$ cat config.mk
export PLATFORM = sky130hd
export DESIGN_NAME = regfile_wb_arbiter
export DESIGN_NICKNAME = d
export VERILOG_FILES = /design/src/rtl/regfile_wb_pkg.sv /design/src/rtl/wb_fifo.sv /design/src/rtl/regfile_wb_arbiter.sv
export SDC_FILE = /design/constraint.sdc
export NUM_CORES = 1
export LEC_CHECK = 0
export ABC_CLOCK_PERIOD_IN_PS = 3500
export CORE_ASPECT_RATIO = 1.2
export CORE_MARGIN = 2
export CORE_UTILIZATION = 57
export DETAILED_ROUTE_END_ITERATION = 10
export PLACE_DENSITY = 0.84
export SYNTH_ARGS = -nofsm -noshare
export SYNTH_HDL_FRONTEND = slang
export SYNTH_SLANG_ARGS = --single-unit
$ cat constraint.sdc
create_clock -name clk -period 3.5 [get_ports clk]
set_input_delay 1.05 -clock clk [delete_from_list [all_inputs] [get_ports clk]]
set_output_delay 1.05 -clock clk [all_outputs]
set_load 0.02 [all_outputs]
$ cat src/rtl/regfile_wb_pkg.sv
// Shared definitions for the register-file write-back arbiter.
// Optional feature macro: REGFILE_WB_PENDING_CHK_EN (pending-destination query).
package regfile_wb_pkg;

   localparam int unsigned XLEN_DEF         = 32;
   localparam int unsigned AW_DEF           = 5;
   localparam int unsigned DEPTH_DEF        = 4;
   localparam int unsigned STARVE_LIMIT_DEF = 8;

   // Write-back payload at default widths; rd sits in the MSBs, matching the FIFO packing.
   typedef struct packed {
      logic [AW_DEF-1:0]   rd;
      logic [XLEN_DEF-1:0] data;
   } wb_req_t;

   // Packed payload width for arbitrary parameterisations.
   function automatic int unsigned wb_req_w(int unsigned aw, int unsigned xlen);
      return aw + xlen;
   endfunction

endpackage

$ cat src/rtl/wb_fifo.sv
// Synchronous FIFO of write-back requests {rd, data}.
// With REGFILE_WB_PENDING_CHK_EN defined, it also exposes per-slot valid flags and rd fields.
module wb_fifo
   import regfile_wb_pkg::*;
#(
   parameter int unsigned W     = wb_req_w(AW_DEF, XLEN_DEF),
   parameter int unsigned AW    = AW_DEF,
   parameter int unsigned DEPTH = DEPTH_DEF
) (
   input  logic                clk,
   input  logic                rst_n,
   input  logic                push,
   input  logic [W-1:0]        din,
   input  logic                pop,
   output logic [W-1:0]        dout,
`ifdef REGFILE_WB_PENDING_CHK_EN
   output logic [DEPTH-1:0]    ent_valid,
   output logic [DEPTH*AW-1:0] ent_rd,
`endif
   output logic                full,
   output logic                empty
);

   localparam int unsigned PW    = $clog2(DEPTH);
   localparam int unsigned PTR_W = PW + 1;

   logic [W-1:0]     mem [DEPTH];
   logic [PTR_W-1:0] wr_ptr;
   logic [PTR_W-1:0] rd_ptr;
   logic             do_push;
   logic             do_pop;

   // Extra pointer MSB separates full (MSBs differ) from empty (pointers equal).
   assign full    = (wr_ptr[PW] != rd_ptr[PW]) && (wr_ptr[PW-1:0] == rd_ptr[PW-1:0]);
   assign empty   = (wr_ptr == rd_ptr);
   assign do_push = push && !full;
   assign do_pop  = pop && !empty;
   assign dout    = mem[rd_ptr[PW-1:0]];

   // Pointer update; reset discards every queued entry.
   always_ff @(posedge clk) begin
      if (!rst_n) begin
         wr_ptr <= '0;
         rd_ptr <= '0;
      end else begin
         if (do_push) wr_ptr <= wr_ptr + PTR_W'(1);
         if (do_pop)  rd_ptr <= rd_ptr + PTR_W'(1);
      end
   end

   // Storage write; contents need no reset since validity comes from the pointers.
   always_ff @(posedge clk) begin
      if (do_push) mem[wr_ptr[PW-1:0]] <= din;
   end

`ifdef REGFILE_WB_PENDING_CHK_EN
   logic [PTR_W-1:0] count;
   assign count = wr_ptr - rd_ptr;

   // A slot is live when its distance from the read pointer is below the occupancy.
   always_comb begin
      ent_valid = '0;
      ent_rd    = '0;
      for (int unsigned i = 0; i < DEPTH; i++) begin
         ent_valid[i]        = (PTR_W'(PW'(PW'(i) - rd_ptr[PW-1:0])) < count);
         ent_rd[i*AW +: AW]  = mem[i][W-1 -: AW];
      end
   end
`endif

endmodule

$ cat src/rtl/regfile_wb_arbiter.sv
// Write-back arbiter merging ALU and queued LSU results onto one register-file write port.
// Optional feature macro: REGFILE_WB_PENDING_CHK_EN enables the o_chk_pending comparators;
// without it o_chk_pending is tied low.
module regfile_wb_arbiter
   import regfile_wb_pkg::*;
#(
   parameter int unsigned XLEN         = XLEN_DEF,
   parameter int unsigned AW           = AW_DEF,
   parameter int unsigned DEPTH        = DEPTH_DEF,
   parameter int unsigned STARVE_LIMIT = STARVE_LIMIT_DEF
) (
   input  logic            clk,
   input  logic            rst_n,
   input  logic            i_alu_valid,
   output logic            o_alu_ready,
   input  logic [AW-1:0]   i_alu_rd,
   input  logic [XLEN-1:0] i_alu_data,
   input  logic            i_lsu_valid,
   output logic            o_lsu_ready,
   input  logic [AW-1:0]   i_lsu_rd,
   input  logic [XLEN-1:0] i_lsu_data,
   output logic            o_wr_en,
   output logic [AW-1:0]   o_wr_addr,
   output logic [XLEN-1:0] o_wr_data,
   input  logic [AW-1:0]   i_chk_rd,
   output logic            o_chk_pending
);

   localparam int unsigned REQ_W = wb_req_w(AW, XLEN);
   localparam int unsigned CW    = $clog2(STARVE_LIMIT + 1);

   logic             full;
   logic             empty;
   logic [REQ_W-1:0] head;
   logic [AW-1:0]    head_rd;
   logic [XLEN-1:0]  head_data;
   logic             forced;
   logic             alu_xfer;
   logic             lsu_push;
   logic             pop;
   logic [CW-1:0]    starve_cnt;
   logic [CW-1:0]    starve_nxt;
   logic             wr_en_nxt;
   logic [AW-1:0]    wr_addr_nxt;
   logic [XLEN-1:0]  wr_data_nxt;

   assign head_rd   = head[REQ_W-1 -: AW];
   assign head_data = head[XLEN-1:0];

   // Forced drain steals one ALU slot once the queue head has waited long enough.
   assign forced      = (starve_cnt == CW'(STARVE_LIMIT)) && !empty;
   assign o_alu_ready = !forced;
   assign o_lsu_ready = !full;
   assign alu_xfer    = i_alu_valid && o_alu_ready;
   assign lsu_push    = i_lsu_valid && !full;
   assign pop         = !alu_xfer && !empty;

`ifdef REGFILE_WB_PENDING_CHK_EN
   logic [DEPTH-1:0]    ent_valid;
   logic [DEPTH*AW-1:0] ent_rd;
`endif

   wb_fifo #(
      .W     (REQ_W),
      .AW    (AW),
      .DEPTH (DEPTH)
   ) u_fifo (
      .clk       (clk),
      .rst_n     (rst_n),
      .push      (lsu_push),
      .din       ({i_lsu_rd, i_lsu_data}),
      .pop       (pop),
      .dout      (head),
`ifdef REGFILE_WB_PENDING_CHK_EN
      .ent_valid (ent_valid),
      .ent_rd    (ent_rd),
`endif
      .full      (full),
      .empty     (empty)
   );

   // Select the write source and advance the starvation counter.
   always_comb begin
      wr_en_nxt   = 1'b0;
      wr_addr_nxt = o_wr_addr;
      wr_data_nxt = o_wr_data;
      starve_nxt  = starve_cnt;
      if (alu_xfer) begin
         wr_en_nxt   = (i_alu_rd != '0);
         wr_addr_nxt = i_alu_rd;
         wr_data_nxt = i_alu_data;
      end else if (!empty) begin
         wr_en_nxt   = (head_rd != '0);
         wr_addr_nxt = head_rd;
         wr_data_nxt = head_data;
      end
      if (empty || pop) starve_nxt = '0;
      else              starve_nxt = CW'(starve_cnt + CW'(1));
   end

   // Registered write port and starvation counter.
   always_ff @(posedge clk) begin
      if (!rst_n) begin
         o_wr_en    <= 1'b0;
         o_wr_addr  <= '0;
         o_wr_data  <= '0;
         starve_cnt <= '0;
      end else begin
         o_wr_en    <= wr_en_nxt;
         o_wr_addr  <= wr_addr_nxt;
         o_wr_data  <= wr_data_nxt;
         starve_cnt <= starve_nxt;
      end
   end

`ifdef REGFILE_WB_PENDING_CHK_EN
   // Flag a queried destination that still has a load result waiting in the FIFO.
   always_comb begin
      o_chk_pending = 1'b0;
      for (int unsigned i = 0; i < DEPTH; i++) begin
         if (ent_valid[i] && (ent_rd[i*AW +: AW] == i_chk_rd) && (i_chk_rd != '0))
            o_chk_pending = 1'b1;
      end
   end
`else
   logic unused_chk;
   assign unused_chk    = ^i_chk_rd;
   assign o_chk_pending = 1'b0;
`endif

endmodule

# Word level (Yosys, flattened, before mapping)
# Memory sizes are Yosys's and may differ from the RTL's. A register that Yosys moved wholly into a read port is not among the register bits.
# Index checks and enable logic that the tools add are counted.
op_classes:
  n_addsub: 3
  n_mux: 10
  bitwise_logic: 1
  reduce_logical: 15
  n_eq_ne: 5
op_table:
  columns: ["op", "count"]
  rows:
  - ["$mux W32", 2]
  - ["$mux W5", 2]
  - ["$reduce_bool A5 Y1", 2]
  - ["$logic_and A1 B1 Y1", 7]
  - ["$add A3 B1 Y3 const B", 2]
  - ["$add A4 B1 Y4 const B", 1]
  - ["$eq A4 B4 Y1 const B", 1]
  - ["$logic_not A1 Y1", 4]
  - ["$mux W1", 4]
  - ["$mux W2", 2]
  - ["$eq A3 B3 Y1", 1]
  - ["$eq A2 B2 Y1", 1]
  - ["$ne A2 B1 Y1 const B", 1]
  - ["$reduce_or A2 Y1", 1]
  - ["$logic_or A1 B1 Y1", 1]
  - ["$ne A1 B1 Y1", 1]
  - ["$not A1 Y1", 1]
totals:
  mem_bits_rw: 148
  output_inout_bits: 41
  word_cells: 41
  input_bits: 83
  memories: 1
  regBits: 48
mem_list:
  columns: ["memory", "depth", "word_bits", "read_ports", "rd_clocked_by_memory_dff", "write_ports", "line_no", "rtl"]
  rows:
  - ["u_fifo.mem", 4, 37, 1, 1, 1, "wb_fifo.sv:27", "logic [W-1:0] mem [DEPTH];"]

# Longest topological paths before layout
logic_depth:
  depth_word: 10
  mapped_depth: 9
  ltp_nobuf: 7

# Cells and area by module
# Synthesis repeated with hierarchy kept, for this count alone.
hier_totals:
  cells_unflattened: 502
  area_unflattened_um2: 8104.0
modules_own_cells:
  columns: ["module", "area_per_inst_um2", "seq_area_each_um2", "cells_per_inst", "n_inst"]
  rows:
  - ["wb_fifo", 5890.6, 4604.4, 261, 1]
  - ["regfile_wb_arbiter", 2213.4, 840.8, 241, 1]

# Worst setup path after synthesis
# OpenSTA, ideal clock, no wires.
synth_timing:
  path_kind: "input to register"
  start: "in i_lsu_valid"
  end: "mem u_fifo.mem[0][0] (netlist name), enable pin"
  required_ps: 3102
  setup_ps: 398
  cell_stages: 2
  slack_ps: 907
  path_buffers: 0
  t_arrival_ps: 2195
  cell_sequence: "o31a_1 and2_1"
synth_between:
  elab_chain_len: 4
synth_rtl:
  columns: ["item", "line_no", "rtl"]
  rows:
  - ["from (decl)", "regfile_wb_arbiter.sv:18", "input logic i_lsu_valid,"]
  - ["$logic_and A1 B1 Y1", "regfile_wb_arbiter.sv:55", "assign lsu_push = i_lsu_valid && !full;"]
  - ["$logic_and A1 B1 Y1", "wb_fifo.sv:36", "assign do_push = push && !full;"]
  - ["$mux W1", "wb_fifo.sv:53", "if (do_push) mem[wr_ptr[PW-1:0]] <= din;"]
  - ["$mux W1 (not written as such)", "wb_fifo.sv:53", null]
  - ["to (decl)", "wb_fifo.sv:27", null]
# No other way between the ends.

# Worst setup path after layout
layout_timing:
  start: "reg u_fifo.wr_ptr[1]"
  end: "out o_alu_ready"
layout_between:
  elab_chain_len: 4
layout_rtl:
  columns: ["item", "line_no", "rtl"]
  rows:
  - ["from (decl)", "wb_fifo.sv:28", "logic [PTR_W-1:0] wr_ptr;"]
  - ["from (signal assigned)", "wb_fifo.sv:46", "if (do_push) wr_ptr <= wr_ptr + PTR_W'(1);"]
  - ["$eq A3 B3 Y1", "wb_fifo.sv:35", "assign empty = (wr_ptr == rd_ptr);"]
  - ["$logic_not A1 Y1", "regfile_wb_arbiter.sv:51", "assign forced = (starve_cnt == CW'(STARVE_LIMIT)) && !empty;"]
  - ["$logic_and A1 B1 Y1", "regfile_wb_arbiter.sv:51", null]
  - ["$logic_not A1 Y1", "regfile_wb_arbiter.sv:52", "assign o_alu_ready = !forced;"]
  - ["to (decl)", "regfile_wb_arbiter.sv:15", "output logic o_alu_ready,"]
# No other way between the ends.

==> results.md <==
- Status: finished clean
- Setup TNS Final: 0 ns
- Pwr dens: 615 nW/µm²
- GPL Wtd Cong: 0.813
- Vias per cell: 6.24
- Setup Buffers After CTS: 0
- Design area: 9790 µm²
- Wire per inst: 23.0 µm
- CORE AREA: 13300 µm²
- Switching Fraction: 25.3%
- Commonest cells post-synth: edfxtp_1 (148), dfxtp_1 (50), mux4_2 (35), o21ai_0 (35), mux2i_1 (24)
- Syn Nets: 571
- DRC errors left: 0
- Synth area leader: edfxtp_1
- Worst slew margin: 39.3%
- PortBufs: 117
- Vert. Die Dim: 132 µm
- Synth Warn #: 0
- WS Path Type: flop to primary output
- CTS clock-pin slew for the worst setup and hold paths: 0.06 ns
- Worst Path Max Fanout: 6
- Fillers: 776
- Mapped Area: 7820 µm²
- Avg Cell Area, Syn: 16.2 µm²
- Peak supply drop: 0.000380 V
- Setup violators final: 0
- Max Root-Sink Buffers: 2
- Sequential share of power: 46.9%
- Placed wire-length estimate: 11000 µm
- Layout cells sized above 1: 13.6%
- Combinational share of power: 20.1%
- Total GRT Usage: 25.1%
- Leak: 3.24 nW
- Clock power share: 33.0%
- Sequential share of the synthesized area: 69.7%
- Internal power: 4.49 mW
- Sink Count: 198
- Area delta synth->final: 25.2%
- Initial Util: 58.8%
- Fin crit period: 3.26 ns
- Global-route wire length before repair: 27800 µm
- Clock Skews: 0.00756 ns
- H-tree levels: 4
- Overflow left after global routing: 0
- First-pass iteration count of the detailed router: 5
- Nets: 688
- Ports: 124
- Post-CTS resize count: 0
- WP data required: 2.45 ns
- Largest net degree at the start of global routing: 40
- Final hold viol count: 0
- Top_reg_cell synth: edfxtp_1
- Top-count cell post-synth: edfxtp_1
- CTS Buf Count: 17
- Synth top area share: 56.9%
- R2R setup slack: 0.91 ns
- Clock latency on the worst-skew pair: 0.43 ns
- Vias in the first global route: 5090
- CTS tree: built
- Ant diodes: 0
- F_max: 307 MHz
- Worst Hold Class: flop to flop
- Die ar.: 14700 µm²
- DRT antenna net count: 0
- RSZ-0062 raised after global routing: no
- Final wirelength: 17900 µm
- Row count: 46
- Crit. End Element: primary output
- Slew @ Worst Pin: 0.909 ns
- Maxcap violations: 0
- Async set-reset flop share out of synthesis: 0%
- Post-synth EDFFs: 148
- Critical path arrival: 2.21 ns
- Post-synthesis register bit count: 198
- DIE WIDTH: 111 µm
- Mapped Cells: 481
- Largest cells by area after synthesis: edfxtp_1 (57%), dfxtp_1 (13%), mux4_2 (10%), mux2i_1 (3.1%), o21ai_0 (2.2%)
- Clock Root Buffer: clkbuf_16
- CTS Hold Bufs: 0
- DR vias: 4860
- Area post-placement: 9190 µm²
- 1st-iter DRT viols: 450
- Cell variety after synth: 37
- Type of origin of the critical path: flop
- Switching pwr: 1.52 mW
- Antenna violations before repair: 0
- Final Max Slew Viols: 0
- Final period util: 93.1%
==> power groups by stage <==
stage          Combinational [mW]  Clock, mW  Sequential (mW)
6_report                     1.21       1.99             2.82
4_1_cts                      1.21       2.01             2.82
3_5_place_dp                 1.19          0             2.87
3_3_place_gp                 1.15          0             2.85
2_1_floorplan               0.697          0             2.91
5_1_grt                      1.29       2.09             2.84
==> placed cells by master (no fill, tap or decap), types with 3 or more instances in the layout <==
master / count
clkbuf_1: 4
inv_1: 7
edfxtp_1: 148
o21ai_0: 35
mux4_2: 35
dfxtp_1: 48
bufinv_16: 4
buf_4: 12
a21oi_1: 3
ha_1: 7
nor3_1: 23
xor2_1: 5
a31oi_1: 14
nor2_1: 9
clkdlybuf4s50_1: 117
a211oi_1: 23
and2_2: 3
xnor2_1: 6
mux2i_1: 24
nand3_1: 16
clkinv_1: 4
o21ai_1: 18
clkbuf_16: 17
==> cell families (layout without fill, tap and decap cells) <==
family | after synthesis | after routing | synth area share [%]
and+or+nand+nor | 61 | 61 | 4.03
buffers and inverters | 43 | 173 | 2.53
other | 1 | 1 | 0.0480
xor gates and xnor gates | 11 | 11 | 1.23
muxes | 61 | 61 | 13.8
AOI/OAI and AO/OA | 99 | 99 | 7.54
DFF | 198 | 198 | 69.7
adders and majority gates | 7 | 7 | 1.12
==> cell type report <==
cell class              instances  area (µm²)  area share (%)
clock buffers                  21         440            4.50
multi-input cells             240        2190            22.4
well taps                     168         210            2.15
flip-flops and latches        198        5450            55.7
inverters                      10        37.5           0.384
repair buffers                131        1300            13.3
clock inverters                11         156            1.60
==> through the flow <==
step | total power [mW] | utilization [%] | hold WS (ns) | worst slack, ns | instances
finish | 6.01 | 73.6 | 0.478 | 0.242 | 779
global route | 6.22 | 73.6 | 0.506 | 0.142 | 779
CTS | 6.04 | 73.6 | 0.486 | 0.243 | 779
detailed placement | 4.05 | 69.1 | 0.472 | 0.616 | 747
global placement | 4.00 | 69.1 | 0.440 | 0.645 | 747
floorplan | 3.60 | - | 0.430 | 0.907 | 481
==> sequential cells by signal (all words and copies together), names as in the netlist, named ones only <==
register       flops
u_fifo.wr_ptr      3
o_wr_en            1
starve_cnt         4
o_wr_addr          5
u_fifo.mem       148
u_fifo.rd_ptr      3
o_wr_data         32
==> worst max-delay path, stage by stage, from the launching register on <==
cell,delay (ns)
dfxtp_1,0.39
xnor2_1,0.54
a31oi_4,0.16
inv_2,0.09
clkdlybuf4s50_1,0.60
==> metal layers <==
layer	up-vias	GRT usage (%)	part of all wire [%]
li1	2153	-	-
met1	2470	29.1	38
met2	209	45.3	55
met3	28	6.62	5.8
met4	0	8.19	1.8
met5	-	0	0
==> path summary, 6_finish.rpt <==
kind | start | end | cells past startpoint
worst max-delay path | u_fifo.wr_ptr[1]$_SDFFE_PN0P_ | o_alu_ready | 4
worst max register to register | u_fifo.wr_ptr[1]$_SDFFE_PN0P_ | o_wr_data[30]$_SDFFE_PN0P_ | 4
worst min-delay path | starve_cnt[0]$_SDFF_PP0_ | starve_cnt[0]$_SDFF_PP0_ | 1
worst min register to register | starve_cnt[0]$_SDFF_PP0_ | starve_cnt[0]$_SDFF_PP0_ | 1
Note: power is estimated with default switching activity, not from simulation.
